[config.mk]
export PLATFORM = sky130hd
export DESIGN_NAME = approx_mul_pipe
export DESIGN_NICKNAME = d
export VERILOG_FILES = /design/src/rtl/approx_mul_pipe_pkg.sv /design/src/rtl/approx_mul_pipe_pp_sum.sv /design/src/rtl/approx_mul_pipe.sv
export SDC_FILE = /design/constraint.sdc
export NUM_CORES = 1
export LEC_CHECK = 0
export ABC_CLOCK_PERIOD_IN_PS = 2700
export BUFFER_PORTS_ARGS = -buffer_cell sky130_fd_sc_hd__buf_4
export CAP_MARGIN = 10
export CELL_PAD_IN_SITES_DETAIL_PLACEMENT = 1
export CELL_PAD_IN_SITES_GLOBAL_PLACEMENT = 2
export CORE_MARGIN = 2
export CORE_UTILIZATION = 39
export CTS_CLUSTER_DIAMETER = 50
export DETAILED_ROUTE_END_ITERATION = 10
export HOLD_SLACK_MARGIN = 0.12
export PLACE_DENSITY_LB_ADDON = 0.1
export SETUP_SLACK_MARGIN = 0.15
export SLEW_MARGIN = 10
export SYNTH_ARGS = -nofsm -noshare
export SYNTH_HDL_FRONTEND = slang
export SYNTH_SLANG_ARGS = --single-unit
[constraint.sdc]
create_clock -name clk -period 2.7 [get_ports clk]
set_clock_uncertainty 0.2 [all_clocks]
set_input_delay 0.405 -clock clk [delete_from_list [all_inputs] [get_ports clk]]
set_output_delay 0.405 -clock clk [all_outputs]
set_load 0.01 [all_outputs]
[src/rtl/approx_mul_pipe_pkg.sv]
// Shared constants for the approximate multiplier pipeline.
package approx_mul_pipe_pkg;

  localparam logic MODE_EXACT  = 1'b0;
  localparam logic MODE_APPROX = 1'b1;

  // Width of the approximate-operation delivery counter.
  localparam int CNT_W = 16;

endpackage

[src/rtl/approx_mul_pipe_pp_sum.sv]
// Combinational product generator: exact x*y, or a column-truncated
// partial-product sum with a fixed half-column compensation term.
module approx_pp_sum
  import approx_mul_pipe_pkg::*;
#(
  parameter int W = 8,
  parameter int K = 6
) (
  input  logic [W-1:0]   x,
  input  logic [W-1:0]   y,
  input  logic           mode,
  output logic [2*W-1:0] prod
);

  localparam logic [2*W-1:0] ONE = {{(2*W-1){1'b0}}, 1'b1};
  // 2^(K-1) for K > 0, zero for K = 0 (shift left K, then back by one).
  localparam logic [2*W-1:0] COMP = (ONE << K) >> 1;

  logic [2*W-1:0] xe;
  logic [2*W-1:0] ye;
  logic [2*W-1:0] exact_prod;
  logic [2*W-1:0] trunc_sum;

  assign xe = {{W{1'b0}}, x};
  assign ye = {{W{1'b0}}, y};
  assign exact_prod = xe * ye;

  // Sum of partial-product bits in columns K and above, plus compensation.
  // The truncated sum is at most the exact product minus the dropped
  // columns, and COMP <= 2^(W-1), so the result always fits in 2W bits.
  always_comb begin
    trunc_sum = '0;
    for (int i = 0; i < W; i++) begin
      for (int j = 0; j < W; j++) begin
        if (((i + j) >= K) && x[i] && y[j]) begin
          trunc_sum = trunc_sum + (ONE << (i + j));
        end
      end
    end
    if ((x != '0) && (y != '0)) begin
      trunc_sum = trunc_sum + COMP;
    end
  end

  assign prod = (mode == MODE_APPROX) ? trunc_sum : exact_prod;

endmodule

[src/rtl/approx_mul_pipe.sv]
// Pipelined exact/approximate unsigned multiplier with valid/ready handshake,
// sideband tag, and a saturating count of delivered approximate operations.
module approx_mul_pipe
  import approx_mul_pipe_pkg::*;
#(
  parameter int W      = 8,
  parameter int K      = 6,
  parameter int STAGES = 2,
  parameter int TAGW   = 4
) (
  input  logic             clk,
  input  logic             rst_n,
  input  logic             in_valid,
  output logic             in_ready,
  input  logic [W-1:0]     x,
  input  logic [W-1:0]     y,
  input  logic             mode,
  input  logic [TAGW-1:0]  in_tag,
  output logic             out_valid,
  input  logic             out_ready,
  output logic [2*W-1:0]   z,
  output logic [TAGW-1:0]  out_tag,
  output logic [CNT_W-1:0] approx_cnt
);

  localparam int LAST = STAGES - 1;

  logic                             en;
  logic                             deliver_approx;
  logic [2*W-1:0]                   prod_d;
  logic [STAGES-1:0]                vld_q;
  logic [STAGES-1:0]                mode_q;
  logic [STAGES-1:0][2*W-1:0]       dat_q;
  logic [STAGES-1:0][TAGW-1:0]      tag_q;
  logic [CNT_W-1:0]                 cnt_q;
  logic [CNT_W-1:0]                 cnt_d;

  approx_pp_sum #(
    .W (W),
    .K (K)
  ) u_pp_sum (
    .x    (x),
    .y    (y),
    .mode (mode),
    .prod (prod_d)
  );

  // Whole pipe moves together; it only holds when the output is stuck.
  assign en       = ~vld_q[LAST] | out_ready;
  assign in_ready = en;

  // Shift valid/data/tag/mode down the pipe on every enabled cycle.
  always_ff @(posedge clk or negedge rst_n) begin
    if (!rst_n) begin
      vld_q  <= '0;
      mode_q <= '0;
      dat_q  <= '0;
      tag_q  <= '0;
    end else if (en) begin
      vld_q[0]  <= in_valid;
      mode_q[0] <= mode;
      dat_q[0]  <= prod_d;
      tag_q[0]  <= in_tag;
      for (int s = 1; s < STAGES; s++) begin
        vld_q[s]  <= vld_q[s-1];
        mode_q[s] <= mode_q[s-1];
        dat_q[s]  <= dat_q[s-1];
        tag_q[s]  <= tag_q[s-1];
      end
    end
  end

  assign deliver_approx = vld_q[LAST] & out_ready & (mode_q[LAST] == MODE_APPROX);

  // Saturating increment on each approximate-mode delivery.
  always_comb begin
    cnt_d = cnt_q;
    if (deliver_approx && (cnt_q != {CNT_W{1'b1}})) begin
      cnt_d = cnt_q + 1'b1;
    end
  end

  // Counter register.
  always_ff @(posedge clk or negedge rst_n) begin
    if (!rst_n) begin
      cnt_q <= '0;
    end else begin
      cnt_q <= cnt_d;
    end
  end

  assign out_valid  = vld_q[LAST];
  assign z          = dat_q[LAST];
  assign out_tag    = tag_q[LAST];
  assign approx_cnt = cnt_q;

endmodule

==> results of run 1 <==
-- worst min-delay path, delay by kind of cell (launching register included) --
| kind | cells | cell delay (ps) |
|---|---|---|
| DFF | 1 | 340 |
| and+or+nand+nor | 2 | 90 |
-- cell usage in the layout (no fill, tap or decap), types with 11 or more instances in the layout --
master	count
a21o_1	12
a21oi_1	42
and2_1	32
and2_4	13
and3_1	21
buf_4	585
buf_6	47
dfrtp_1	60
fa_1	33
ha_1	43
ha_4	30
inv_1	84
inv_2	18
mux2i_1	17
nand2_1	230
nand2_2	19
nand2b_1	11
nand3_1	59
nand4_1	22
nor2_1	87
nor3_1	36
nor4_1	19
o211ai_1	14
o21ai_0	39
o21bai_1	12
xnor2_1	84
xnor2_2	24
xnor2_4	19
xnor3_1	13
xor2_1	14
xor2_2	12
-- worst paths after layout --
check	depth (start not counted)	to	slack [ps]	from
max	80	dat_q[15]	-12450	x[0]
min	2	out_tag[1]	260	out_tag[1]
max reg2reg	7	approx_cnt[15]	400	approx_cnt[7]
min reg2reg	2	out_tag[1]	260	out_tag[1]
max in group asynchronous	2	dat_q[11]	1290	rst_n
min in group asynchronous	2	out_tag[1]	500	rst_n
-- through the flow --
| stage | cells | power, W |
|---|---|---|
| global placement | 2408 | 0.01337 |
| floorplan | 1530 | 0.009064 |
| detailed placement | 2408 | 0.01406 |
| CTS | 2480 | 0.01851 |
| finish | 2508 | 0.02195 |
| global route | 2508 | 0.02317 |
-- what timing repair did --
item,CTS,global route
hold buffers,6,0
resized for setup,131,85
buffers inserted,50,28
setup endpoints to repair,12,12
endpoints found under the hold margin,65,0
pin swaps,74,43
-- registers in the layout, summed over array words and instances, names as in the netlist --
name        cells
vld_q           2
out_tag         4
mode_q          2
z              16
dat_q          16
tag_q           4
approx_cnt     16
-- cell type report --
type | instances | area, um2
clock buffers | 9 | 225.2
clock inverters | 7 | 75.07
fillers | 3596 | 11550
inverters | 112 | 430.4
multi-input cells | 1280 | 11230
flip-flops and latches | 60 | 1501
well taps | 396 | 495.5
repair buffers | 644 | 5086
-- power by group --
group	total [W]	switching (W)	internal (W)
logic	0.0195	0.00886	0.0106
registers	0.00132	0.000177	0.00115
clock network	0.00115	0.000436	0.000718
total	0.0220	0.00947	0.0125
-- layer usage --
layer  wire [um]  part of all wire  GRT usage
met1       20370              0.39     0.3251
met2       27860              0.53     0.5618
met3        1301             0.025    0.01516
met4        3035             0.058    0.08226
met5           0                 0          0
-- kinds of logic after synthesis --
family,count (synthesis)
simple gates,667
compound gates,285
buf+inv,190
xor+xnor,175
fa+ha+maj,114
flops,60
mux,39
==> results.yml, run 1 <==
outcome:
  status: "finished with violations"
  violations: "negative setup slack"
final_layout:
  final_util: 0.6225
  antenna-diode-count: 0
  area_growth_pct: 56.89
  drive_above_1_share: 0.4583
  nNetsFinal: 2245
  final_cell_area_um2: 19040
setup_path:
  crit_family: "XOR/XNOR gates"
  cp_max_fo: 5
  required_ps: 2730
  path_buf_inv: 9
  cpMostUsedCell: "ha_4"
  slowest_delay_ps: 510
  end_kind: "flop"
  crit_type: "primary input to flop"
  cp-start-kind: "primary input"
  worstPathArrival_ps: 15180
  critPathSlowestCell: "mux4_2"
clock_network:
  cts.htree.levels: 3
  clk_path_buf_depth: 2
  cts_root_buffer: "clkbuf_16"
  cts_sinks: 60
  clkSlewWorstSetupHoldPaths_ps: 60
  worstSkewPairLatency_ps: 330
  numCtsBuffers: 9
  cts_tree: "yes"
route:
  antenna_left: 0
  drtPass1Iterations: 6
  route.final.wire_length_mm: 52.56
  dr.first_iter.drc_count: 605
  drcViolationCount: 0
  vias: 13990
  wl_per_cell_um: 20.96
  viasPerCell: 5.578
global_routing:
  grt_use_total: 0.2839
  antenna_found_initial: 0
  grt_pass1_wl_mm: 76.71
  grt_pass1_vias: 15080
  overflow: 0
  grt_max_degree: 61
yosys:
  synth_edf_count: 0
  synth_area_leaders: "dfrtp_1 (12%), xnor2_1 (8.3%), ha_1 (7.9%), nand2_1 (7.7%), fa_1 (5.9%)"
  syn_area_per_cell_um2: 7.932
  synth_xor_area_frac: 0.1639
  synth_mux_area_frac: 0.03876
  yosysSeqAreaShare: 0.1237
  synth_cell_types: 130
  synth_seq_cells: 60
  synth.most_common_cell: "nand2_1"
  netlist_area_um2: 12140
  synth_fp_nets: 1668
  yosys_warnings: 0
  synth_compound_area_frac: 0.1814
  synthSimpleGateAreaFrac: 0.2738
  async_flop_share: 1.000
  synth_top_flop_cell: "dfrtp_1"
  yosysTopAreaCell: "dfrtp_1"
  synth_fa_ha_area_frac: 0.1397
  synth_top_family_by_area: "simple AND/OR/NAND/NOR gates"
  yosys-top-cells-count: "nand2_1 (248), xnor2_1 (115), inv_1 (102)"
  synth_top_area_share: 0.1237
  synth_cells: 1530
timing:
  worstMarginPinSlew_ps: 777.6
  setup_violations: 12
  slew_violations: 0
  slew_headroom: 0.4816
  max_freq_mhz: 66.00
  setup_ws_ps: -12450
  fin_crit_ps: 15150
  period_share: 5.612
  finalHoldViolCount: 0
  whs_ps: 262.4
  rsz0062_at_grt: "true"
  fin_setup_tns_ps: -80110
power:
  ir_worst_vdd_mv: 1.294
  p_per_area_nw_per_um2: 1153
  leakage_nw: 8.887
placement:
  gp_congestion: 0.8617
  hpwl_mm: 35.01
  pre_cts_ws_ps: -12360
  portBuffers: 62
  placed_area_um2: 16970
floorplan:
  die_y_um: 180.4
  die_w_um: 180.4
  coreArea_um2: 30590
  num_rows: 64
  dieArea_um2: 32550
  io_pins: 63
  start_util: 0.3968
min_path:
  min_path_type: "flop to flop"
flow_run:
  cap_violations: 0
No activity file was read; power rests on OpenSTA's default activity.
==> run 2, diff against run 1 <==
ABC_CLOCK_PERIOD_IN_PS = 13300   (was 2700)
CORE_UTILIZATION = 35   (was 39)
clock period = 13.3 ns   (was 2.7 ns; I/O delays follow)
==> run 2 against run 1 <==
Compared with the run above: the run still ends with negative setup slack left; combinational power shrank 86%; worst setup slack better by 9900 ps; die area increased by 11%; total power shrank 85%; register-to-register slack improved by 10000 ps; wire length shrank 23%; via count fell by 10%; sequential share of layout area up 0.79 points; cell area decreased by 9.1%; critical path type unchanged; largest cell class unchanged.
==> results.yml, run 2 (synthesis gave the netlist of run 1 again) <==
outcome:
  status: "finished with violations"
  violations: "negative setup slack"
floorplan:
  dieArea_um2: 36180
  start_util: 0.3531
  io_pins: 63
  die_y_um: 190.2
  num_rows: 68
  coreArea_um2: 34370
  die_w_um: 190.2
clock_network:
  worstSkewPairLatency_ps: 330
  cts_tree: "yes"
  hold_buffers: 0
  cts_root_buffer: "clkbuf_16"
  numCtsBuffers: 9
  cts_sinks: 60
  clkSlewWorstSetupHoldPaths_ps: 50
  clk_path_buf_depth: 2
  cts.htree.levels: 3
final_layout:
  antenna-diode-count: 0
  final_common_cell: "buf_4"
  n_fill_cell: 4189
  nNetsFinal: 2123
  drive_above_1_share: 0.3834
  area_growth_pct: 42.62
  final_cell_mix: "buf_4 (514), nand2_1 (232), xnor2_1 (101), inv_1 (97), nor2_1 (90)"
  final_cell_area_um2: 17310
route:
  dr.first_iter.drc_count: 436
  antenna_left: 0
  vias: 12570
  viasPerCell: 5.143
  route.final.wire_length_mm: 40.58
  drcViolationCount: 0
  drtPass1Iterations: 4
  wl_per_cell_um: 16.60
placement:
  portBuffers: 62
  placed_area_um2: 16130
  gp_congestion: 0.8354
  hpwl_mm: 33.16
setup_path:
  crit_family: "XOR/XNOR gates"
  reg2regPathDepth: 7
  setup.worst_path.start: "y[6]"
  end_kind: "flop"
  slowest_delay_ps: 500
  critPathSlowestCell: "xnor3_2"
  path_depth: 71
  cp_max_fo: 4
  crit_type: "primary input to flop"
  r2r_start: "approx_cnt[7]"
  required_ps: 13330
  worstPathArrival_ps: 15860
  path_buf_inv: 4
  cpMostUsedCell: "ha_4"
  cp-start-kind: "primary input"
min_path:
  holdPathStages: 1
  min_path_type: "flop to flop"
  min_from: "vld_q[0]"
timing:
  whs_ps: 258.5
  max_freq_mhz: 63.19
  worstMarginPinSlew_ps: 758.0
  slew_violations: 0
  rsz0062_at_grt: "true"
  setup_ws_ps: -2526
  setup_violations: 4
  finalHoldViolCount: 0
  period_share: 1.190
  fin_crit_ps: 15830
  slew_headroom: 0.4947
power:
  p_sw_frac: 0.4222
  internal_power_w: 0.001895
  seqPwrFrac: 0.081
  clkPwrFrac: 0.071
  ir_worst_vdd_mv: 0.2199
  p_per_area_nw_per_um2: 189.5
  p_switching_w: 0.001385
  leakage_nw: 8.105
  combPwrFrac: 0.848
global_routing:
  antenna_found_initial: 0
  grt_pass1_wl_mm: 67.15
  overflow: 0
  grt_pass1_vias: 13450
  grt_max_degree: 61
  grt_use_total: 0.2258
flow_run:
  cap_violations: 0
## run 2: timing repair
action	in CTS	in global routing
resized for setup	42	60
pin swaps	44	70
setup buffers	29	20
gates cloned	0	0
endpoints found under the setup margin	5	5
## run 2: worst paths after layout
check                      slack, ps             end
max                            -2530       dat_q[15]
min                              260        vld_q[1]
max reg2reg                    10800  approx_cnt[15]
min reg2reg                      260        vld_q[1]
max in group asynchronous      10860            z[9]
min in group asynchronous       1530        tag_q[0]
## run 2: power groups by stage
stage / Sequential (W) / Clock, W / Combinational, W
after global routing: 0.000273 / 0.000248 / 0.00305
final: 0.000265 / 0.000233 / 0.00278
after detailed placement: 0.000269 / 0 / 0.00242
after global placement: 0.000267 / 0 / 0.00234
after floorplan: 0.000262 / 0 / 0.00152
after CTS: 0.000266 / 0.000238 / 0.00260
## run 2: layout make-up
cell class,instances,area [um2],area share
Multi-Input combinational cell,1280,10560,0.6101
Tap cell,455,569.3,0.03289
Clock inverter,5,60.06,0.003470
Timing Repair Buffer,522,3953,0.2284
Inverter,112,422.9,0.02443
Sequential cell,60,1501,0.08674
Clock buffer,11,242.7,0.01402
## run 2: stage by stage
stage          cells  utilization  TNS, ps  power, W  setup WS, ps
2_1_floorplan   1530            -    -8577  0.001785         -3155
3_3_place_gp    2380       0.4691    -7667  0.002607         -2789
3_5_place_dp    2380       0.4691    -9752  0.002691         -3355
4_1_cts         2425       0.4902    -7075  0.003108         -2778
5_1_grt         2445       0.5036    -9000  0.003576         -3215
6_report        2445       0.5036    -6528  0.003280         -2526
## run 2: layer usage
layer | GRT usage | share of wire
met1 | 0.2836 | 0.45
met2 | 0.4266 | 0.52
met3 | 0.01399 | 0.013
met4 | 0.04055 | 0.013
met5 | 0 | 0
